**src/rtl/bcd_pkg.sv**
```systemverilog
// Shared definitions for the decimal-entry blocks: FSM encoding, sizes and
// the largest legal BCD digit.
package bcd_pkg;

  typedef enum logic [0:0] {
    ST_IDLE = 1'b0,
    ST_RUN  = 1'b1
  } state_e;

  localparam int MAX_DIGITS = 5;
  localparam int ACC_W      = 17;
  localparam int CNT_W      = $clog2(MAX_DIGITS);

  localparam logic [3:0] BCD_DIGIT_MAX = 4'd9;

endpackage

```
**src/rtl/bcd_to_binary_if.sv**
```systemverilog
// Request/result bundle of the BCD-to-binary converter.
// The master issues requests and the slave converts them.
interface bcd_to_binary_if #(
  parameter int NDIGITS = 5,
  parameter int BIN_W   = 16
);

  logic                   start;
  logic [4*NDIGITS-1:0]   bcd_in;
  logic                   busy;
  logic                   done;
  logic [BIN_W-1:0]       binary_out;
  logic                   err;
  logic                   ovf;

  modport master (
    output start, bcd_in,
    input  busy, done, binary_out, err, ovf
  );

  modport slave (
    input  start, bcd_in,
    output busy, done, binary_out, err, ovf
  );

endinterface

```
**src/rtl/bcd_digit_mac.sv**
```systemverilog
// Combinational decimal accumulate step: acc*10 + digit using shift-add,
// plus a flag telling whether the digit is a legal BCD value.
module bcd_digit_mac
  import bcd_pkg::*;
(
  input  logic [ACC_W-1:0] acc_i,
  input  logic [3:0]       digit_i,
  output logic [ACC_W-1:0] acc_o,
  output logic             digit_ok_o
);

  // acc*10 as (acc<<3)+(acc<<1); overflow past ACC_W only happens with illegal digits
  always_comb begin
    acc_o      = (acc_i << 3'd3) + (acc_i << 3'd1) + {{(ACC_W-4){1'b0}}, digit_i};
    digit_ok_o = (digit_i <= BCD_DIGIT_MAX);
  end

endmodule

```
**src/rtl/bcd_to_binary.sv**
```systemverilog
// Multi-cycle BCD-to-binary converter: one digit per clock, most significant
// first, with sticky invalid-digit and overflow reporting at done.
module bcd_to_binary
  import bcd_pkg::*;
#(
  parameter int NDIGITS = 5,
  parameter int BIN_W   = 16
) (
  input  logic           clk,
  input  logic           reset,
  bcd_to_binary_if.slave bus
);

  localparam int               SR_W     = 4 * NDIGITS;
  localparam logic [ACC_W-1:0] BIN_MAX  = ACC_W'((32'd1 << BIN_W) - 32'd1);
  localparam logic [CNT_W-1:0] CNT_LOAD = CNT_W'(NDIGITS - 1);

  state_e             state_q, state_d;
  logic [CNT_W-1:0]   cnt_q, cnt_d;
  logic [SR_W-1:0]    shreg_q, shreg_d;
  logic [ACC_W-1:0]   acc_q, acc_d;
  logic               inv_q, inv_d;
  logic               busy_q, busy_d;
  logic               done_q, done_d;
  logic [BIN_W-1:0]   bin_q, bin_d;
  logic               err_q, err_d;
  logic               ovf_q, ovf_d;

  logic [ACC_W-1:0]   mac_acc_s;
  logic               mac_ok_s;
  logic               last_s;
  logic               fin_inv_s;

  bcd_digit_mac u_mac (
    .acc_i      (acc_q),
    .digit_i    (shreg_q[SR_W-1 -: 4]),
    .acc_o      (mac_acc_s),
    .digit_ok_o (mac_ok_s)
  );

  assign last_s    = (cnt_q == {CNT_W{1'b0}});
  assign fin_inv_s = inv_q | ~mac_ok_s;

  // FSM state register
  always_ff @(posedge clk or posedge reset) begin
    if (reset) begin
      state_q <= ST_IDLE;
    end else begin
      state_q <= state_d;
    end
  end

  // Datapath and output registers
  always_ff @(posedge clk or posedge reset) begin
    if (reset) begin
      cnt_q   <= {CNT_W{1'b0}};
      shreg_q <= {SR_W{1'b0}};
      acc_q   <= {ACC_W{1'b0}};
      inv_q   <= 1'b0;
      busy_q  <= 1'b0;
      done_q  <= 1'b0;
      bin_q   <= {BIN_W{1'b0}};
      err_q   <= 1'b0;
      ovf_q   <= 1'b0;
    end else begin
      cnt_q   <= cnt_d;
      shreg_q <= shreg_d;
      acc_q   <= acc_d;
      inv_q   <= inv_d;
      busy_q  <= busy_d;
      done_q  <= done_d;
      bin_q   <= bin_d;
      err_q   <= err_d;
      ovf_q   <= ovf_d;
    end
  end

  // Next-state logic
  always_comb begin
    state_d = state_q;
    case (state_q)
      ST_IDLE: begin
        if (bus.start) begin
          state_d = ST_RUN;
        end else begin
          state_d = ST_IDLE;
        end
      end
      ST_RUN: begin
        if (last_s) begin
          state_d = ST_IDLE;
        end else begin
          state_d = ST_RUN;
        end
      end
      default: state_d = ST_IDLE;
    endcase
  end

  // Datapath and registered-output next values
  always_comb begin
    cnt_d   = cnt_q;
    shreg_d = shreg_q;
    acc_d   = acc_q;
    inv_d   = inv_q;
    busy_d  = 1'b0;
    done_d  = 1'b0;
    bin_d   = bin_q;
    err_d   = err_q;
    ovf_d   = ovf_q;
    case (state_q)
      ST_IDLE: begin
        if (bus.start) begin
          shreg_d = bus.bcd_in;
          acc_d   = {ACC_W{1'b0}};
          inv_d   = 1'b0;
          cnt_d   = CNT_LOAD;
          busy_d  = 1'b1;
        end else begin
          busy_d  = 1'b0;
        end
      end
      ST_RUN: begin
        acc_d   = mac_acc_s;
        inv_d   = fin_inv_s;
        shreg_d = shreg_q << 3'd4;
        if (last_s) begin
          done_d = 1'b1;
          busy_d = 1'b0;
          // An invalid digit wins over overflow: the arithmetic was meaningless
          if (fin_inv_s) begin
            bin_d = {BIN_W{1'b0}};
            err_d = 1'b1;
            ovf_d = 1'b0;
          end else if (mac_acc_s > BIN_MAX) begin
            bin_d = {BIN_W{1'b1}};
            err_d = 1'b0;
            ovf_d = 1'b1;
          end else begin
            bin_d = mac_acc_s[BIN_W-1:0];
            err_d = 1'b0;
            ovf_d = 1'b0;
          end
        end else begin
          cnt_d  = cnt_q - CNT_W'(32'd1);
          busy_d = 1'b1;
        end
      end
      default: begin
        busy_d = 1'b0;
      end
    endcase
  end

  assign bus.busy       = busy_q;
  assign bus.done       = done_q;
  assign bus.binary_out = bin_q;
  assign bus.err        = err_q;
  assign bus.ovf        = ovf_q;

endmodule

```
**src/flat_wrapper.sv**
```systemverilog
// flat-port wrapper written by rule: the top's interface ports become plain ports
module bcd_to_binary_flat import bcd_pkg::*;
#(
  parameter int NDIGITS = 5,
  parameter int BIN_W   = 16
)
  (clk, reset, bus_start, bus_bcd_in, bus_busy, bus_done, bus_binary_out, bus_err, bus_ovf);
  bcd_to_binary_if #(.NDIGITS(NDIGITS), .BIN_W(BIN_W)) bus_i ();
  input  logic clk;
  input  logic reset;
  input wire logic [$bits(bus_i.start)-1:0] bus_start;
  input wire logic [$bits(bus_i.bcd_in)-1:0] bus_bcd_in;
  output wire logic [$bits(bus_i.busy)-1:0] bus_busy;
  output wire logic [$bits(bus_i.done)-1:0] bus_done;
  output wire logic [$bits(bus_i.binary_out)-1:0] bus_binary_out;
  output wire logic [$bits(bus_i.err)-1:0] bus_err;
  output wire logic [$bits(bus_i.ovf)-1:0] bus_ovf;
  assign bus_i.start = bus_start;
  assign bus_i.bcd_in = bus_bcd_in;
  assign bus_busy = bus_i.busy;
  assign bus_done = bus_i.done;
  assign bus_binary_out = bus_i.binary_out;
  assign bus_err = bus_i.err;
  assign bus_ovf = bus_i.ovf;
  bcd_to_binary #(.NDIGITS(NDIGITS), .BIN_W(BIN_W)) u_core (.clk(clk), .reset(reset), .bus(bus_i));
endmodule
```
**config.mk**
```make
export PLATFORM = sky130hd
export DESIGN_NAME = bcd_to_binary_flat
export DESIGN_NICKNAME = d
export VERILOG_FILES = /design/src/rtl/bcd_pkg.sv /design/src/rtl/bcd_to_binary_if.sv /design/src/rtl/bcd_digit_mac.sv /design/src/rtl/bcd_to_binary.sv /design/src/flat_wrapper.sv
export SDC_FILE = /design/constraint.sdc
export NUM_CORES = 1
export LEC_CHECK = 0
export ABC_AREA = 1
export BUFFER_PORTS_ARGS = -buffer_cell sky130_fd_sc_hd__buf_2
export CORE_MARGIN = 2
export CORE_UTILIZATION = 45
export DETAILED_ROUTE_END_ITERATION = 12
export GPL_TIMING_DRIVEN = 1
export PLACE_DENSITY = 0.64
export REMOVE_ABC_BUFFERS = 1
export SYNTH_ARGS = -nofsm -noshare
export SYNTH_HDL_FRONTEND = slang
export SYNTH_SLANG_ARGS = --single-unit
```
**constraint.sdc**
```tcl
create_clock -name clk -period 3.1 [get_ports clk]
set_input_delay 0.465 -clock clk [delete_from_list [all_inputs] [get_ports clk]]
set_output_delay 0.465 -clock clk [all_outputs]
set_load 0.1 [all_outputs]
```
; After elaboration in Yosys (flattened, before gate mapping)
; Index checks and enable logic that the tools add are counted.
[word_totals]
reg_bits = 60
latchBits = 0
ramBits = 0
rom_bits = 0
inputBits = 23
out_inout_bits = 20
elab_cells = 41
mem_count = 0
[classes]
add_sub_neg = 3
n_mul = 0
div = 0
n_lt_le_gt_ge = 2
n_eq_ne = 2
shift = 0
n_mux = 19
n_bitwise = 3
reduce_logical = 3
[op_table]
columns = cell, n
row1 = $mux 16, 3
row2 = $pmux 20 s2, 1
row3 = $pmux 16 s2, 1
row4 = $mux 20, 1
row5 = $add 17x17->17, 1
row6 = $add 17x4->17, 1
row7 = $gt 17x16->1 const B, 1
row8 = $mux 1, 8
row9 = $mux 3, 2
row10 = $pmux 3 s2, 1
row11 = $le 4x4->1 const B, 1
row12 = $ne 2x2->1 const B, 2
row13 = $pmux 1 s2, 2
row14 = $reduce_and 2->1, 2
row15 = $logic_not 3->1, 1
row16 = $sub 3x1->3 const B, 1
row17 = $not 1->1, 2
row18 = $or 1x1->1, 1

; Depth between registers and ports, before layout
; Gate-level depths: netlist of run 1.
[depth]
word_depth = 5
depth_mapped = 14
depth_no_buf = 13

; Modules after synthesis
; Synthesis of run 1 repeated with hierarchy kept, for this count alone.
[unflattened]
cells_unflattened = 506
area_unflattened_um2 = 3742.3
[modules_own_cells]
columns = mod, instances, cells_each, area_per_inst_um2, seq_area_each_um2
row1 = bcd_to_binary, 1, 313, 2600.0, 1526.5
row2 = bcd_digit_mac, 1, 193, 1142.3, 0.0

; Worst setup path after synthesis of run 1
; No wires, ideal clock.
[synth_path]
path_kind = register to register
from = register u_core.acc_q[0]
to = register u_core.bin_q[13], in the netlist u_core.bus.binary_out[13]
setup_time_ns = 0.125
arrival_time_ns = 2.151
required_ns = 2.975
path_slack_ns = 0.824
stages_incl_launch_ff = 13
n_path_buf = 1
period_less_slack_ns = 2.276
path_cell_list = dfrtp_1 -> fa_1 -> inv_1 -> fa_1 -> inv_1 -> nand2_1 -> nand3_2 -> nand2_1 -> nand3_1 -> nand2_2 -> nand2_4 -> buf_12 -> nand3_2
[synth_between]
elab_chain_cells = 5
[synth_lines]
columns = element, line
row1 = "start, declared", bcd_to_binary.sv:21  ; logic [ACC_W-1:0] acc_q, acc_d;
row2 = "start signal, assigned", bcd_to_binary.sv:58  ; acc_q <= {ACC_W{1'b0}};
row3 = $add 17x17->17 (*), bcd_digit_mac.sv:14  ; acc_o = (acc_i << 3'd3) + (acc_i << 3'd1) + {{(ACC_W-4){1'b0}}, digit_i};
row4 = $add 17x4->17 (*), bcd_digit_mac.sv:14
row5 = $gt 17x16->1, bcd_to_binary.sv:135  ; end else if (mac_acc_s > BIN_MAX) begin
row6 = $mux 16 (*), bcd_to_binary.sv:135
row7 = $mux 16 (*), bcd_to_binary.sv:131  ; if (fin_inv_s) begin
row8 = "end signal, assigned", bcd_to_binary.sv:62  ; bin_q <= {BIN_W{1'b0}};
row9 = "end signal, assigned", bcd_to_binary.sv:72  ; bin_q <= bin_d;
row10 = "end, declared", bcd_to_binary.sv:25  ; logic [BIN_W-1:0] bin_q, bin_d;
; Every way passes the cells marked *; elsewhere a longest branch is shown, timed or not.
; A chain may end at the register's enable or synchronous reset.

; Final worst setup path of run 1
[layout_path]
from = register u_core.acc_q[0]
to = register u_core.bin_q[10], in the netlist u_core.bus.binary_out[10]
; Same word-level chain as after synthesis.

==> summary.txt, run 1 <==
Outcome: complete, no violations
Cts bufs inserted: 9
Crit start category: flop
Worst Max-Slew Pin Slew: 0.569 ns
DRC errors left: 0
Die H: 93.0 µm
Post-route clock period utilization: 79.7%
Root buffer cell: clkbuf_8
Yosys synthesis warning count: 0
Floorplan row count: 32
FMAX: 405 MHz
Max Cap Violations: 0
Count of final setup violators: 0
Clk Latency, worst-skew pair: 0.35 ns
CP peak stage delay: 0.57 ns
Worst Path Arrival: 2.69 ns
Die area: 0.00865 mm²
CP max stage cell: fa_1
DP Wirelength: 5960 µm
Vias in the first global route: 3039
PortBufs: 42
CTS tree: done
H-tree depth: 3
Slew Viols, Final: 0
Clock transition at the registers of the reported paths: 0.07 ns
Diode count: 0
Hold WC Path Type: in2async
Clock Skews: 0.00675 ns
Postcts setup bufs: 0
Iter 0 DRT Violations: 161
Mean Syn Cell Area: 8.15 µm²
Relative slew slack: 62.0%
# resized after CTS: 0
Number of synthesized register bits: 60
Final core occ: 53.7%
Total GRT Usage: 21.0%
CTS Buffer Depth: 2
Seq/Total Area, Yosys: 42.1%
Io pins: 43
First-pass GRT wire length: 14300 µm
Fin. Hold Viols: 0
Drt total wl: 8100 µm
Min Tclk post-route: 2.47 ns
Post-Synthesis Cells: 437
Routed WL per cell: 13.7 µm
Cells after DPL: 575
Vias per Instance: 5.05
Critical Path RT: 3.32 ns
Std-Cell Core Area: 0.00769 mm²
Worst reg2reg path depth: 11
GRT overflow: 0
Initial core utilization: 46.4%
Worst R2R End: u_core.bus.binary_out[10]
Non-filler cells, final: 591
Fin Hold WS: 0.119 ns
Final Wtd Congestion: 0.884
Antenna violations before repair: 0
Via count: 2985
Post-layout nets: 539
Worst Setup End Kind: flop
FF-to-FF setup slack: 0.63 ns
CP Max Fanout: 17
Synthesized cell area: 0.00356 mm²
Synth unique cells: 31
Total clock sinks: 60
RSZ-0062 raised after global routing: false
Fill cells: 778
Cell Chain, Critical Path: fa_1, inv_1, fa_1, inv_1, nand2_1, nand3_2, nand2_1, nand3_1, nand2_2, nand2_4, nand3_1
Setup Crit Path Kind: reg2reg
Cts hold-fix bufs: 0
Share of layout cells above drive strength 1: 18.6%
DR pass1 iterations: 4
Setup TNS: 0 ns
Largest net degree at the start of global routing: 40
Layout area overhead: 15.9%
Critical R2R Launch: u_core.acc_q[0]
Routed Antenna Nets: 0
Die Wd: 93.0 µm
area by class of cell:
cell class,count,area (µm²),share of cell area [%]
Clock buffer,10,138,3.33
Clock inverter,6,111,2.70
Inverter,58,218,5.27
Multi-Input combinational cell,307,1780,43.1
Sequential cell,60,1500,36.4
Tap cell,102,128,3.09
Timing Repair Buffer,48,255,6.18
sequential cells by signal (all words and copies together), names as in the netlist:
| name | count |
|---|---|
| u_core.bus.binary_out | 16 |
| u_core.bus.done | 1 |
| u_core.shreg_q | 20 |
| u_core.bus.ovf | 1 |
| u_core.cnt_q | 3 |
| u_core.inv_q | 1 |
| u_core.acc_q | 16 |
| u_core.bus.busy | 1 |
| u_core.bus.err | 1 |
per-stage QoR:
stage / area (µm²) / worst slack [ns]
final: 4130 / 0.629
after global routing: 4130 / 0.446
after CTS: 4130 / 0.597
after detailed placement: 3880 / 0.631
after global placement: 3880 / 0.700
after floorplan: 3500 / 0.363
critical path: cells and delay by family (launching register included):
family / cells / cell delay, ns
AND/OR/NAND/NOR: 7 / 0.69
flip-flops: 1 / 0.42
buffers and inverters: 2 / 0.17
adder cells (fa/ha/maj): 2 / 1.03
kinds of logic after synthesis:
family / synth area share (%)
buffers and inverters: 8.01
AO/OA/AOI/OAI: 8.36
flip-flops: 42.1
AND/OR/NAND/NOR: 28.6
XOR/XNOR: 1.23
adder cells (fa/ha/maj): 11.7
worst max-delay path by stage:
stage	start	to	slack (ns)	depth (start not counted)
2_1_floorplan	u_core.bus.busy	u_core.shreg_q[16]	0.36	3
3_3_place_gp	u_core.acc_q[0]	u_core.bus.binary_out[14]	0.70	11
3_5_place_dp	u_core.acc_q[0]	u_core.bus.binary_out[8]	0.63	11
4_1_cts	u_core.acc_q[0]	u_core.bus.binary_out[10]	0.60	11
5_1_grt	u_core.acc_q[0]	u_core.bus.binary_out[10]	0.45	11
6_report	u_core.acc_q[0]	u_core.bus.binary_out[10]	0.63	11
layer usage:
| layer | routed length, µm | up-vias | share of wire, % | track usage (%) |
|---|---|---|---|---|
| li1 | - | 1521 | - | - |
| met1 | 3850 | 1393 | 48 | 27.5 |
| met2 | 3750 | 57 | 46 | 34.6 |
| met3 | 367 | 14 | 4.5 | 3.71 |
| met4 | 140 | 0 | 1.7 | 8.82 |
| met5 | 0 | - | 0 | 0 |
layout by cell type (no fill, tap or decap), drive strengths merged, types with 10 or more instances in the layout:
cell type	synthesis	final
nand3	50	50
buf	7	48
ha	30	30
inv	58	58
o211ai	11	11
a21oi	10	10
clkbuf	5	10
nor2	14	14
nand2	150	150
dfrtp	60	60
synth_stat cells:
cell / count / share of area, %
nand4_1: 5 / 0.88
o21ai_0: 7 / 0.98
or2_2: 3 / 0.53
nand3_1: 47 / 6.6
nor2_2: 1 / 0.18
fa_1: 2 / 1.1
nor2_1: 11 / 1.2
nor3_4: 1 / 0.46
buf_4: 1 / 0.21
xor2_1: 4 / 0.98
buf_12: 1 / 0.56
clkbuf_1: 5 / 0.53
nand3_2: 3 / 0.84
ha_1: 30 / 11
nand2_1: 137 / 14
nand2_4: 1 / 0.32
a22o_1: 9 / 2.2
dfrtp_1: 60 / 42
inv_1: 56 / 5.9
a21oi_1: 10 / 1.4
and2_1: 2 / 0.35
nor2_4: 2 / 0.63
nand2_2: 12 / 2.1
buf_1: 3 / 0.32
buf_2: 2 / 0.28
inv_2: 2 / 0.21
xnor2_1: 1 / 0.25
o211ai_1: 11 / 2.3
o22ai_1: 1 / 0.18
nor3_1: 1 / 0.14
a22oi_1: 6 / 1.3
Power of run 1 is left out: the tool's default activity adds up to more than one toggle a clock period on the data nets, which glitch-free logic cannot reach.
==> run 2: changes to the inputs <==
==> constraint.sdc (replaced) <==
create_clock -name clk -period 2.5 [get_ports clk]
set_input_delay 0.375 -clock clk [delete_from_list [all_inputs] [get_ports clk]]
set_output_delay 0.375 -clock clk [all_outputs]
set_load 0.1 [all_outputs]
==> summary.txt, run 2 (synthesis results as in run 1) <==
Outcome: complete, no violations
Vias in the first global route: 3020 (-0.63%)
Drt total wl: 8440 µm (+4.1%)
Fin. Hold Viols: 0 (unchanged)
Min Tclk post-route: 2.36 ns (-0.110 ns)
Diode count: 0 (unchanged)
Fill cells: 740 (-4.9%)
CP max stage cell: fa_1
H-tree depth: 3 (unchanged)
Worst reg2reg path depth: 12 (+1)
Setup Crit Path Kind: reg2reg
Multi-input gate area: 0.00182 mm² (+2.3%)
Slew Viols, Final: 0 (unchanged)
Iter 0 DRT Violations: 128 (-20%)
Worst Setup End Kind: flop
Routed WL per cell: 14.3 µm (+4.5%)
Clk Latency, worst-skew pair: 0.34 ns (about the same)
Most common cell after layout, fill and taps aside: nand2_1
Die H: 93.0 µm (unchanged)
RSZ-0062 raised after global routing: false
Crit start category: flop
Reg area: 0.00150 mm² (unchanged)
Clock Skews: 0.0101 ns (+0.00339 ns)
Layout area overhead: 15.3%
Setup TNS: 0 ns (unchanged)
Die area: 0.00865 mm² (unchanged)
Critical R2R Launch: u_core.acc_q[0]
Worst R2R End: u_core.bus.binary_out[8]
Antenna violations before repair: 0 (unchanged)
Worst Max-Slew Pin Slew: 0.622 ns (+0.0530 ns)
Die Wd: 93.0 µm (unchanged)
DRC errors left: 0 (unchanged)
GRT overflow: 0 (unchanged)
DR pass1 iterations: 5 (+1)
CP peak stage delay: 0.57 ns (about the same)
Via count: 3005 (+0.67%)
CTS tree: done
Total GRT Usage: 21.0% (-0.088 points)
Post-route clock period utilization: 94.4% (+15 points)
FF-to-FF setup slack: 0.14 ns (-0.49 ns)
Routed Antenna Nets: 0 (unchanged)
Post-layout nets: 538 (-0.19%)
Floorplan row count: 32 (unchanged)
Top reg by flops: u_core.shreg_q
Cts bufs inserted: 9 (unchanged)
DP Wirelength: 6020 µm (+0.98%)
Postcts setup bufs: 0 (unchanged)
Initial core utilization: 46.4% (unchanged)
Vias per Instance: 5.10 (+1.0%)
PortBufs: 42 (unchanged)
Largest register FFs: 20 (unchanged)
Largest net degree at the start of global routing: 36 (-10%)
Final Wtd Congestion: 0.844 (-4.4%)
Hold WC Path Type: in2async
Total clock sinks: 60 (unchanged)
Count of final setup violators: 0 (unchanged)
Commonest non-fill, non-tap cells in the layout: nand2_1, dfrtp_1, inv_1
First-pass GRT wire length: 14100 µm (-1.1%)
Share of layout cells above drive strength 1: 18.9% (+0.28 points)
Clock transition at the registers of the reported paths: 0.07 ns (about the same)
CP Max Fanout: 9 (-8)
Cell Chain, Critical Path: fa_1, inv_1, fa_2, inv_2, nand2_1, nand3_2, nand2_1, nand2_1, nand2_1, nand2_4, nand2_8, nand3_1
CTS Buffer Depth: 2 (unchanged)
Max Cap Violations: 0 (unchanged)
Root buffer cell: clkbuf_8
Relative slew slack: 58.4% (-3.6 points)
Io pins: 43 (unchanged)
Worst Path Arrival: 2.63 ns (-0.06 ns)
FMAX: 424 MHz (+4.6%)
Cell mode on critical path: nand2_1
Critical Path RT: 2.77 ns (-0.55 ns)
Std-Cell Core Area: 0.00769 mm² (unchanged)
[run 2: cell types whose count changed in the layout (fill, tap and decap cells not counted), moves of 2 or more]
| cell | before | now |
|---|---|---|
| nand2_8 | 0 | 2 |
| bufinv_16 | 3 | 1 |
| clkinv_2 | 1 | 3 |
| buf_4 | 6 | 3 |
[run 2: worst max-delay path: cells and delay by family, from the launching register on]
family | cells | cell delay [ns]
and+or+nand+nor | 8 | 0.69
buffers and inverters | 2 | 0.16
DFF | 1 | 0.42
adders and majority gates | 2 | 1.00
[run 2: how the worst max path moves through the flow]
stage | from | end | slack (ns) | cells past startpoint
floorplan | u_core.bus.busy | u_core.shreg_q[16] | -0.24 | 3
global placement | u_core.acc_q[0] | u_core.bus.binary_out[14] | 0.08 | 11
detailed placement | u_core.acc_q[0] | u_core.bus.binary_out[8] | 0.002 | 11
CTS | u_core.acc_q[0] | u_core.bus.binary_out[6] | 0.03 | 9
global route | u_core.acc_q[0] | u_core.bus.binary_out[8] | 0.007 | 12
finish | u_core.acc_q[0] | u_core.bus.binary_out[8] | 0.14 | 12
[run 2: metal layers]
metal / up-vias / track usage [%] / wire [µm]
li1: 1512 / - / -
met1: 1417 / 27.5 / 3910
met2: 64 / 35.0 / 4030
met3: 12 / 3.46 / 378
met4: 0 / 7.72 / 125
met5: - / 0 / 0
[run 2: area by class of cell]
class                   instances  area share (%)
clock buffers                  10            3.35
clock inverters                 5            1.28
inverters                      58            5.30
multi-input cells             308            44.3
flip-flops and latches         60            36.5
well taps                     102            3.11
repair buffers                 46            6.15
[run 2: metrics by stage]
stage          hold WS (ns)  setup slack (ns)  instance area [µm²]  cells  util, %
6_report             0.0898             0.139                 4110    589     53.5
5_1_grt               0.146           0.00692                 4110    589     53.5
4_1_cts              0.0987            0.0349                 4080    588     53.0
3_5_place_dp          0.470           0.00240                 3880    573     50.5
3_3_place_gp          0.464            0.0792                 3880    573     50.5
2_1_floorplan         0.453            -0.237                 3500    425        -
[run 2: what timing repair did]
| item | 4_1_cts | 5_1_grt |
|---|---|---|
| resized for setup | 1 | 5 |
| pin swaps | 0 | 1 |
| setup endpoints to repair | 4 | 20 |
| hold buffers | 0 | 0 |
| cloned | 0 | 1 |
Power of run 2 is left out for the same reason.
